==> config.mk <==
export PLATFORM = sky130hd
export DESIGN_NAME = debug_uart_tx_fifo
export DESIGN_NICKNAME = d
export VERILOG_FILES = /design/src/rtl/debug_uart_pkg.sv /design/src/rtl/debug_uart_fifo.sv /design/src/rtl/debug_uart_tx_fifo.sv
export SDC_FILE = /design/constraint.sdc
export NUM_CORES = 1
export LEC_CHECK = 0
export BUFFER_PORTS_ARGS = -buffer_cell sky130_fd_sc_hd__buf_4
export CORE_ASPECT_RATIO = 0.75
export CORE_MARGIN = 2
export CORE_UTILIZATION = 50
export CTS_CLUSTER_DIAMETER = 40
export DETAILED_ROUTE_END_ITERATION = 6
export HOLD_SLACK_MARGIN = 0.05
export PLACE_DENSITY_LB_ADDON = 0.3
export SYNTH_ARGS = -nofsm -noshare
export SYNTH_HDL_FRONTEND = slang
export SYNTH_SLANG_ARGS = --single-unit
==> constraint.sdc <==
create_clock -name clk -period 3 [get_ports clk]
set_clock_uncertainty 0.15 [all_clocks]
set_input_delay 0.15 -clock clk [delete_from_list [all_inputs] [get_ports clk]]
set_output_delay 0.15 -clock clk [all_outputs]
set_load 0.01 [all_outputs]
==> src/rtl/debug_uart_pkg.sv <==
// debug_uart_pkg: shared TX state type, status bit positions and baud divisor helper
package debug_uart_pkg;

    typedef enum logic [1:0] {IDLE, START, DATA, STOP} tx_state_t;

    localparam int ST_BUSY      = 0;
    localparam int ST_FULL      = 1;
    localparam int ST_OVF       = 2;
    localparam int ST_LEVEL_LSB = 8;

    function automatic int uart_div(input int clock_mhz, input int bit_rate);
        return clock_mhz * 1_000_000 / bit_rate;
    endfunction

endpackage

==> src/rtl/debug_uart_fifo.sv <==
// debug_uart_fifo: synchronous show-ahead byte FIFO with push, pop, full, empty and level
module debug_uart_fifo #(
    parameter int DEPTH = 8
) (
    input  logic                     clk,
    input  logic                     rst,
    input  logic                     push,
    input  logic                     pop,
    input  logic [7:0]               din,
    output logic [7:0]               dout,
    output logic                     full,
    output logic                     empty,
    output logic [$clog2(DEPTH):0]   level
);
    localparam int AW = $clog2(DEPTH);
    localparam int LW = AW + 1;

    logic [7:0]    mem [DEPTH];
    logic [AW-1:0] wr_ptr;
    logic [AW-1:0] rd_ptr;
    logic          do_push;
    logic          do_pop;

    assign empty   = level == '0;
    assign full    = level == LW'(DEPTH);
    assign do_pop  = pop && !empty;
    assign do_push = push && (!full || do_pop);
    assign dout    = mem[rd_ptr];

    // pointers wrap naturally; a pop frees a slot for a same-cycle push even when full
    always_ff @(posedge clk) begin
        if (rst) begin
            wr_ptr <= '0;
            rd_ptr <= '0;
            level  <= '0;
        end else begin
            if (do_push) wr_ptr <= wr_ptr + 1'b1;
            if (do_pop) rd_ptr <= rd_ptr + 1'b1;
            level <= level + LW'(do_push) - LW'(do_pop);
        end
    end

    // byte storage, contents are don't-care until written
    always_ff @(posedge clk) begin
        if (do_push) mem[wr_ptr] <= din;
    end

endmodule

==> src/rtl/debug_uart_tx_fifo.sv <==
// debug_uart_tx_fifo: buffered 8N1 debug UART transmitter with status word; DEBUG_UART_TX_IRQ_EN enables the TX-empty irq
module debug_uart_tx_fifo
    import debug_uart_pkg::*;
#(
    parameter int CLOCK_MHZ  = 64,
    parameter int BIT_RATE   = 4_000_000,
    parameter int FIFO_DEPTH = 8
) (
    input  logic        clk,
    input  logic        rst,
    input  logic        wr_sel,
    input  logic [1:0]  data_write_n,
    input  logic [7:0]  data_in,
    output logic        uart_txd,
    output logic        tx_busy,
    output logic [31:0] status_out,
    input  logic        clr_overflow,
    output logic        irq
);
    localparam int DIV = uart_div(CLOCK_MHZ, BIT_RATE);
    localparam int CW  = $clog2(DIV);
    localparam int LW  = $clog2(FIFO_DEPTH) + 1;
    localparam logic [CW-1:0] RELOAD = CW'(DIV - 1);

    tx_state_t     state;
    tx_state_t     state_nx;
    logic [CW-1:0] cnt;
    logic [CW-1:0] cnt_nx;
    logic [2:0]    bit_idx;
    logic [2:0]    bit_nx;
    logic [7:0]    shreg;
    logic [7:0]    shreg_nx;
    logic          wr;
    logic          pop;
    logic          full;
    logic          empty;
    logic          overflow;
    logic [7:0]    fifo_dout;
    logic [LW-1:0] level;

    assign wr       = wr_sel && data_write_n != 2'b11;
    assign uart_txd = state == START ? 1'b0 : state == DATA ? shreg[0] : 1'b1;
    assign tx_busy  = state != IDLE || !empty;

    debug_uart_fifo #(.DEPTH(FIFO_DEPTH)) u_fifo (
        .clk   (clk),
        .rst   (rst),
        .push  (wr),
        .pop   (pop),
        .din   (data_in),
        .dout  (fifo_dout),
        .full  (full),
        .empty (empty),
        .level (level)
    );

    // frame sequencing: each state lasts DIV cycles, STOP chains straight into START when bytes wait
    always_comb begin
        state_nx = state;
        cnt_nx   = cnt - 1'b1;
        bit_nx   = bit_idx;
        shreg_nx = shreg;
        pop      = 1'b0;
        case (state)
            IDLE: begin
                cnt_nx = RELOAD;
                if (!empty) begin
                    pop      = 1'b1;
                    shreg_nx = fifo_dout;
                    state_nx = START;
                end
            end
            START: begin
                if (cnt == '0) begin
                    cnt_nx   = RELOAD;
                    bit_nx   = '0;
                    state_nx = DATA;
                end
            end
            DATA: begin
                if (cnt == '0) begin
                    cnt_nx   = RELOAD;
                    shreg_nx = shreg >> 1;
                    bit_nx   = bit_idx + 1'b1;
                    state_nx = bit_idx == 3'd7 ? STOP : DATA;
                end
            end
            STOP: begin
                if (cnt == '0) begin
                    cnt_nx   = RELOAD;
                    pop      = !empty;
                    shreg_nx = empty ? shreg : fifo_dout;
                    state_nx = empty ? IDLE : START;
                end
            end
            default: state_nx = IDLE;
        endcase
    end

    // state, baud counter and shift register
    always_ff @(posedge clk) begin
        if (rst) begin
            state   <= IDLE;
            cnt     <= '0;
            bit_idx <= '0;
            shreg   <= '0;
        end else begin
            state   <= state_nx;
            cnt     <= cnt_nx;
            bit_idx <= bit_nx;
            shreg   <= shreg_nx;
        end
    end

    // sticky overflow on a dropped byte; a same-cycle set beats the clear
    always_ff @(posedge clk) begin
        if (rst) overflow <= 1'b0;
        else if (wr && full && !pop) overflow <= 1'b1;
        else if (clr_overflow) overflow <= 1'b0;
    end

    // status word assembled from registered state
    always_comb begin
        status_out                      = '0;
        status_out[ST_BUSY]             = tx_busy;
        status_out[ST_FULL]             = full;
        status_out[ST_OVF]              = overflow;
        status_out[ST_LEVEL_LSB +: 5]   = 5'(level);
    end

`ifdef DEBUG_UART_TX_IRQ_EN
    logic irq_q;

    // raise when the line drops back to idle with nothing queued; any accepted write clears
    always_ff @(posedge clk) begin
        if (rst) irq_q <= 1'b0;
        else if (wr) irq_q <= 1'b0;
        else if (state != IDLE && state_nx == IDLE) irq_q <= 1'b1;
    end

    assign irq = irq_q;
`else
    assign irq = 1'b0;
`endif

endmodule

== After elaboration in Yosys (flattened, before gate mapping) ==
Memories as Yosys holds them, arrays and structs flattened. A register that Yosys moved wholly into a read port is not among the register bits.
Cells that the tools add are included.
Storage, ports and cells
  input bits: 14
  RAM bits: 64
  bits in registers: 28
  logic and storage cells: 73
  memories kept: 1
  output and inout port bits: 35
Memories
  u_fifo.mem: words 8, width 8, rd ports 1, clocked after memory_dff 1, write ports 1, RTL line debug_uart_fifo.sv:18  | logic [7:0] mem [DEPTH];
Operators by class
  $add $sub $neg: 6
  equal/unequal tests: 10
  reduce and logical (&&, ||, !) cells: 21
  muxes and demuxes: 27
Operators with widths (count)
  8-bit 2-to-1 mux: 3
  8-bit case mux with 3 select lines: 1
  3-bit 2-to-1 mux: 4
  1-bit 2-to-1 mux: 10
  3-bit by 1-bit adder with 3-bit output (second input constant): 3
  4-bit logical NOT: 2
  2-bit 2-to-1 mux: 4
  2-bit case mux with 4 select lines: 1
  4-bit case mux with 2 select lines: 1
  2-bit inequality test (second input constant): 3
  3-bit case mux with 2 select lines: 1
  3-bit AND reduction: 2
  2-bit nonzero test: 3
  1-bit logical AND: 5
  4-bit by 1-bit adder with 4-bit output: 1
  2-bit == test (second input constant): 2
  4-bit == test (second input constant): 1
  4-bit 2-to-1 mux: 1
  2-bit by 1-bit inequality test with 1-bit output (second input constant): 2
  4-bit AND reduction: 1
  4-bit by 1-bit subtractor with 4-bit output: 1
  4-bit by 1-bit subtractor with 4-bit output (second input constant): 1
  3-bit == test (second input constant): 1
  1-bit logical NOT: 3
  6 further kinds: 7

== Logic depth before layout (Yosys ltp) ==
Gate-level depths: netlist (run 1).
  depth in word-level cells: 9
  depth in mapped cells: 12

== Hierarchy ==
A second synthesis (run 1) with hierarchy kept.
Second synthesis, totals
  cell total of the unflattened synthesis: 324
  area, all modules: 4426.7 µm²
Modules (own cells, without submodules)
  debug_uart_fifo: area an instance 3181.8 µm², times used 1, cells each 183, seq. area each 2182.1 µm²
  debug_uart_tx_fifo: area an instance 1244.9 µm², times used 1, cells each 141, seq. area each 360.3 µm²

== Worst setup path after synthesis (run 1) ==
OpenSTA, ideal clock, no wires.
  path kind: register -> register
  start: register state[0]
  end: memory u_fifo.mem[2][0] (enable)
  cell stages (with the launch flop): 8
  setup slack: 0.398 ns
  path buffers: 0
  arrival time: 2.067 ns
  required time: 2.465 ns
  cells stage by stage: dfxtp_1 > inv_1 > ha_1 > nor2_1 > o21ai_1 > a21oi_2 > nand2b_1 > nor3b_1
On the way
  cells in the longest elaborated chain, start to end: 7
  elaborated cells on any way between the ends: 8
  those cells by class: eq/ne: 1; mux: 3; reduce/logical: 4
Ends and longest elaborated chain
  start: declaration: RTL line debug_uart_tx_fifo.sv:25  | tx_state_t state;
  start signal: assignment: RTL line debug_uart_tx_fifo.sv:108  | state <= state_nx;
  2-bit == test or 2-bit logical NOT (tied branches): RTL line debug_uart_tx_fifo.sv:64  | case (state)
  1-bit case mux with 2 select lines (*): RTL line debug_uart_tx_fifo.sv:64
  1-bit logical AND (*): RTL line debug_uart_fifo.sv:26  | assign do_pop = pop && !empty;
  1-bit logical OR (*): RTL line debug_uart_fifo.sv:27  | assign do_push = push && (!full || do_pop);
  1-bit logical AND (*): RTL line debug_uart_fifo.sv:27
  net u_fifo.do_push: RTL line debug_uart_fifo.sv:21  | logic do_push;
  1-bit 2-to-1 mux (*): RTL line debug_uart_fifo.sv:45  | if (do_push) mem[wr_ptr] <= din;
  1-bit 2-to-1 mux (implied by the code) (*): RTL line debug_uart_fifo.sv:45
  end: declaration: RTL line debug_uart_fifo.sv:18
Mark *: on every way through the listed nets, which the timed path passes. The rest lies on a longest branch.

== Final worst setup path (run 1) ==
  start: register state[0]
  end: register overflow
On the way
  cells in the longest elaborated chain, start to end: 5
  elaborated cells on any way between the ends: 7
  those cells by class: eq/ne: 1; mux: 2; reduce/logical: 4
Ends and longest elaborated chain
  2-bit == test or 2-bit logical NOT (tied branches): RTL line debug_uart_tx_fifo.sv:64
  1-bit case mux with 2 select lines (*): RTL line debug_uart_tx_fifo.sv:64
  1-bit logical NOT (*): RTL line debug_uart_tx_fifo.sv:118  | else if (wr && full && !pop) overflow <= 1'b1;
  1-bit logical AND (*): RTL line debug_uart_tx_fifo.sv:118
  1-bit 2-to-1 mux or 2-bit nonzero test (tied branches)
  end signal: assignment: RTL line debug_uart_tx_fifo.sv:117  | if (rst) overflow <= 1'b0;
  end signal: assignment: RTL line debug_uart_tx_fifo.sv:118
  end signal: assignment: RTL line debug_uart_tx_fifo.sv:119  | else if (clr_overflow) overflow <= 1'b0;
  end: declaration: RTL line debug_uart_tx_fifo.sv:37  | logic overflow;
Mark *: on every way between the ends. The rest lies on a longest branch, timed or not.
A chain may end at the register's enable or synchronous reset.

==> impl_metrics.json, run 1 <==
{
  "grt_pass1_wl_um": 11600,
  "path_class": "flop to flop",
  "finalHoldViolations": 0,
  "first_global_vias": 2277,
  "syn_area_mm2": 0.00426,
  "avgRoutedWirePerCell_um": 15.6,
  "die_h_um": 83.9,
  "postCtsSetupBuffers": 0,
  "cts_resized": 0,
  "cts.clk_slew.worst_paths_ns": 0.07,
  "core_area_mm2": 0.00835,
  "min_period_ns": 2.78,
  "ys_ff_latch": 95,
  "via_per_inst": 5.13,
  "startpoint_type": "flop",
  "drtIter0Drc": 110,
  "hp-class": "input port to flop",
  "ys_types": 44,
  "synth_edf_count": 64,
  "grt_max_degree": 28,
  "postRouteAntennaNets": 0,
  "n_fill_cell": 653,
  "critPathRequiredTime_ns": 3.08,
  "io_buffers": 22,
  "setup-tns-final_ns": 0,
  "finalMaxSlewViolations": 0,
  "path_max_fanout": 4,
  "cts_root_buffer": "clkbuf_16",
  "relSlewSlack": 0.573,
  "dieArea_mm2": 0.00927,
  "run_status": "finished clean",
  "clockBufferDepth": 2,
  "crit_path_end_kind": "flop",
  "holdWs_ns": 0.156,
  "drc_errors": 0,
  "num_vias": 2303,
  "syn_to_final_growth_pct": 14.1,
  "synth-seq-area-share": 0.597,
  "clk_latency_ns": 0.34,
  "n_antenna_cell": 0,
  "period_share": 0.926,
  "timing.fmax_mhz": 360,
  "arrival_ns": 2.85,
  "final_common_cell": "edfxtp_1",
  "avgSynthCellArea_um2": 14.5,
  "setup_viol": 0,
  "htreeDepth": 3,
  "synth_ff_type": "edfxtp_1",
  "vdd_ir_drop_max_mv": 0.377,
  "routed_wl_um": 7020,
  "drv_cap": 0,
  "async_flop_share": 0,
  "final_cell_mix": "64 x edfxtp_1, 33 x buf_4, 32 x nor2_1, 31 x dfxtp_1, 26 x conb_1",
  "antenna_found_initial": 0,
  "rows": 29,
  "cts.sinks": 95,
  "total_power_uw": 3970,
  "cts.hold.buffers_added": 12,
  "grtUsageTotal": 0.162,
  "synth_warnings": 0,
  "rsz0062_at_grt": "no",
  "final_nets": 368,
  "power_density_mw_per_mm2": 817,
  "cts_tree": "yes",
  "die_x_um": 111,
  "drive_gt1_frac": 0.194,
  "initial_core_util": 0.510,
  "tightest_slew_ns": 0.639,
  "cellLeakagePower_uw": 0.00182,
  "ios": 49,
  "place_hpwl_um": 4630,
  "dr.pass1.iters": 4,
  "synthCells": 294,
  "grt.overflow.total": 0,
  "gp_congestion": 0.728,
  "cts_made_buffers": 9
}
[flip-flops by register name (all words and copies together) (netlist names), named ones only]
name and count:
overflow 1, u_fifo.mem 64, bit_idx 3, u_fifo.wr_ptr 3
state 2, u_fifo.level 4, u_fifo.rd_ptr 3, shreg 8
cnt 4
[final timing paths]
path | from | endpoint | slack [ns] | cells after the start
max | state[0]$_SDFFE_PP0P_ | overflow$_SDFFE_PP0P_ | 0.22 | 8
min | data_write_n[1] | u_fifo.wr_ptr[2]$_SDFFE_PP0P_ | 0.16 | 6
max reg2reg | state[0]$_SDFFE_PP0P_ | overflow$_SDFFE_PP0P_ | 0.22 | 8
min reg2reg | cnt[0]$_SDFF_PP0_ | cnt[0]$_SDFF_PP0_ | 0.32 | 1
[synth_stat cells (2+ instances only)]
library cell | instances | area share
edfxtp_1 | 64 | 0.45
nor2_1 | 32 | 0.028
dfxtp_1 | 31 | 0.15
buf_4 | 30 | 0.053
ha_1 | 17 | 0.050
inv_1 | 15 | 0.013
mux2i_1 | 12 | 0.028
mux4_2 | 9 | 0.048
a21oi_1 | 8 | 0.0094
mux4_1 | 7 | 0.043
nand2_1 | 7 | 0.0062
xnor2_1 | 7 | 0.014
a221o_1 | 6 | 0.014
clkbuf_1 | 4 | 0.0035
nor2b_1 | 4 | 0.0059
nor3b_1 | 4 | 0.0071
nor3_1 | 3 | 0.0035
nor3_2 | 3 | 0.0071
o21ai_1 | 3 | 0.0035
a211oi_1 | 2 | 0.0035
a32oi_1 | 2 | 0.0041
buf_6 | 2 | 0.0053
[final cells by class]
class | instances | area [µm²] | share of cell area
clock inverter | 6 | 72.6 | 0.0150
timing repair buffer | 45 | 368 | 0.0758
inverter | 15 | 56.3 | 0.0116
tap | 108 | 135 | 0.0278
sequential | 95 | 2540 | 0.524
clock buffer | 10 | 229 | 0.0472
multi-input combinational | 170 | 1450 | 0.299
[worst max-delay path, stage by stage (launching register included)]
cell and delay [ns]:
dfxtp_1 0.36, inv_1 0.11, ha_1 0.38, nor2_1 0.12, o21ai_1 0.14, a41oi_1 0.24, dlygate4sd3_1 0.57, nor2_1 0.04
dlygate4sd3_1 0.56
[stage by stage]
stage	cells	instance area (µm²)	setup WS (ns)	util
2_1_floorplan	319	4350	0.398	-
3_3_place_gp	421	4430	0.501	0.531
3_5_place_dp	421	4430	0.464	0.531
4_1_cts	449	4850	0.233	0.582
5_1_grt	449	4850	0.0350	0.582
6_report	449	4850	0.221	0.582
[cells by family (layout without fill, tap and decap cells)]
logic type | after synthesis | count (layout) | synth area share
AO/OA/AOI/OAI | 30 | 30 | 0.0520
XOR/XNOR | 7 | 7 | 0.0144
adder cells (fa/ha/maj) | 18 | 18 | 0.0547
buffers and inverters | 54 | 76 | 0.0838
flip-flops | 95 | 95 | 0.597
multiplexers | 28 | 28 | 0.119
other | 1 | 26 | 0.000881
AND/OR/NAND/NOR | 61 | 61 | 0.0776
[metal layers]
| layer | wire length, µm | part of all wire | track usage |
|---|---|---|---|
| met5 | 0 | 0 | 0 |
| met3 | 333 | 0.047 | 0.0399 |
| met2 | 3070 | 0.44 | 0.243 |
| met1 | 3550 | 0.51 | 0.235 |
| met4 | 68 | 0.0097 | 0.0477 |
[power by group]
group	internal, µW	total (µW)	leakage, µW	switching (µW)
registers	1560	1690	0.000834	134
logic	555	1130	0.000841	573
clock network	658	1150	0.000144	490
Power figures use the tool's default switching activity.
==> run 2: changes to the inputs <==
- HOLD_SLACK_MARGIN: 0.05 -> 0.15
- RECOVER_POWER: default -> 100
==> impl_metrics.json, run 2 (synthesis gave the netlist of run 1 again) <==
{
  "fin_ws_ns": 0.202,
  "relSlewSlack": 0.423,
  "final_cell_mix": "64 x edfxtp_1, 33 x nor2_1, 31 x dfxtp_1, 26 x conb_1",
  "rows": 29,
  "gp_congestion": 0.728,
  "die_h_um": 83.9,
  "drtIter0Drc": 111,
  "routed_wl_um": 7000,
  "startpoint_type": "flop",
  "postRouteAntennaNets": 0,
  "syn_to_final_growth_pct": 11.4,
  "seqCellArea_mm2": 0.00254,
  "dp_slack_ns": 0.464,
  "top_regs": "u_fifo.mem x64, shreg x8",
  "final_nets": 368,
  "use_met2": 0.243,
  "cts_root_buffer": "clkbuf_16",
  "timing.fmax_mhz": 357,
  "place_hpwl_um": 4630,
  "total_power_uw": 3880,
  "drv_cap": 0,
  "grt_max_degree": 28,
  "n_fill_cell": 671,
  "vdd_ir_drop_max_mv": 0.373,
  "postCtsSetupBuffers": 0,
  "met3_usage": 0.0399,
  "top_register": "u_fifo.mem",
  "clockBufferDepth": 2,
  "cellLeakagePower_uw": 0.00175,
  "setup_viol": 0,
  "power_density_mw_per_mm2": 820,
  "n_antenna_cell": 0,
  "period_share": 0.933,
  "path_max_fanout": 8,
  "hp-class": "input port to flop",
  "initial_core_util": 0.510,
  "arrival_ns": 2.65,
  "cts_made_buffers": 9,
  "finalHoldViolations": 0,
  "largest_reg_flops": 64,
  "drc_errors": 0,
  "htreeDepth": 3,
  "grt_pass1_wl_um": 11600,
  "grtUsageTotal": 0.162,
  "critPathRequiredTime_ns": 2.85,
  "num_vias": 2325,
  "use_met1": 0.235,
  "path_class": "flop to flop",
  "via_per_inst": 5.18,
  "die_x_um": 111,
  "ios": 49,
  "run_status": "finished clean",
  "antenna_found_initial": 0,
  "cts.sinks": 95,
  "avgRoutedWirePerCell_um": 15.6,
  "core_area_mm2": 0.00835,
  "first_global_vias": 2277,
  "grt_busiest_layer": "met2",
  "dr.pass1.iters": 4,
  "io_buffers": 22,
  "rrSetupSlack_ns": 0.20,
  "finalMaxSlewViolations": 0,
  "crit_path_end_kind": "flop",
  "setup-tns-final_ns": 0,
  "cts_tree": "yes",
  "rsz0062_at_grt": "no",
  "dieArea_mm2": 0.00927,
  "multi_input_area_mm2": 0.00142,
  "drive_gt1_frac": 0.129,
  "final_common_cell": "edfxtp_1",
  "tightest_slew_ns": 0.863,
  "clk_latency_ns": 0.34,
  "min_period_ns": 2.80,
  "grt.overflow.total": 0,
  "cts.clk_slew.worst_paths_ns": 0.07
}
run 2: cell count changes in the layout (fill, tap and decap cells not counted), sizes merged:
cell / previous run / this run
buf: 33 / 9
clkbuf: 10 / 34
run 2: layout make-up:
| cell class | instances | area share |
|---|---|---|
| Clock buffer | 10 | 0.0483 |
| Clock inverter | 6 | 0.0153 |
| Multi-Input combinational cell | 170 | 0.299 |
| Inverter | 15 | 0.0119 |
| Sequential cell | 95 | 0.536 |
| Timing Repair Buffer | 45 | 0.0607 |
| Tap cell | 108 | 0.0285 |
run 2: worst paths after layout:
check                   startpoint                            end  cells after the start
max          state[0]$_SDFFE_PP0P_     u_fifo.mem[5][6]$_DFFE_PP_                      8
min reg2reg      cnt[0]$_SDFF_PP0_              cnt[0]$_SDFF_PP0_                      1
max reg2reg  state[0]$_SDFFE_PP0P_     u_fifo.mem[5][6]$_DFFE_PP_                      8
min                data_write_n[1]  u_fifo.wr_ptr[2]$_SDFFE_PP0P_                      6
run 2: worst max-delay path: stages, from the launching register on:
cell and delay, ns:
dfxtp_1 0.37, inv_1 0.11, ha_1 0.36, nor2_1 0.11, o21ai_1 0.13, a21oi_1 0.47
nand2_1 0.19, nor3b_1 0.23, clkbuf_2 0.34
run 2: stage by stage:
| step | hold slack [ns] | cell area, µm² | std cells | utilization |
|---|---|---|---|---|
| final | 0.139 | 4740 | 449 | 0.568 |
| after global routing | 0.265 | 4740 | 449 | 0.568 |
| after CTS | 0.150 | 4850 | 449 | 0.582 |
| after detailed placement | 0.240 | 4430 | 421 | 0.531 |
| after global placement | 0.236 | 4430 | 421 | 0.531 |
| after floorplan | 0.0989 | 4350 | 319 | - |
run 2: where the power goes:
group          total, µW  switching, µW  internal [µW]
Clock               1140            487            658
Combinational       1050            554            498
Sequential          1690            131           1560
Total               3880           1170           2710
run 2: what timing repair did:
action                                 4_1_cts  5_1_grt
hold buffers                                12        0
endpoints found under the hold margin       88        0
gates resized for setup                      0        0
run 2: routing by layer:
metal  vias to the layer above  routed length (µm)
met5                         -                   0
met4                         0                  49
met3                         4                 355
met2                        69                3050
met1                      1130                3540
li1                       1122                   -
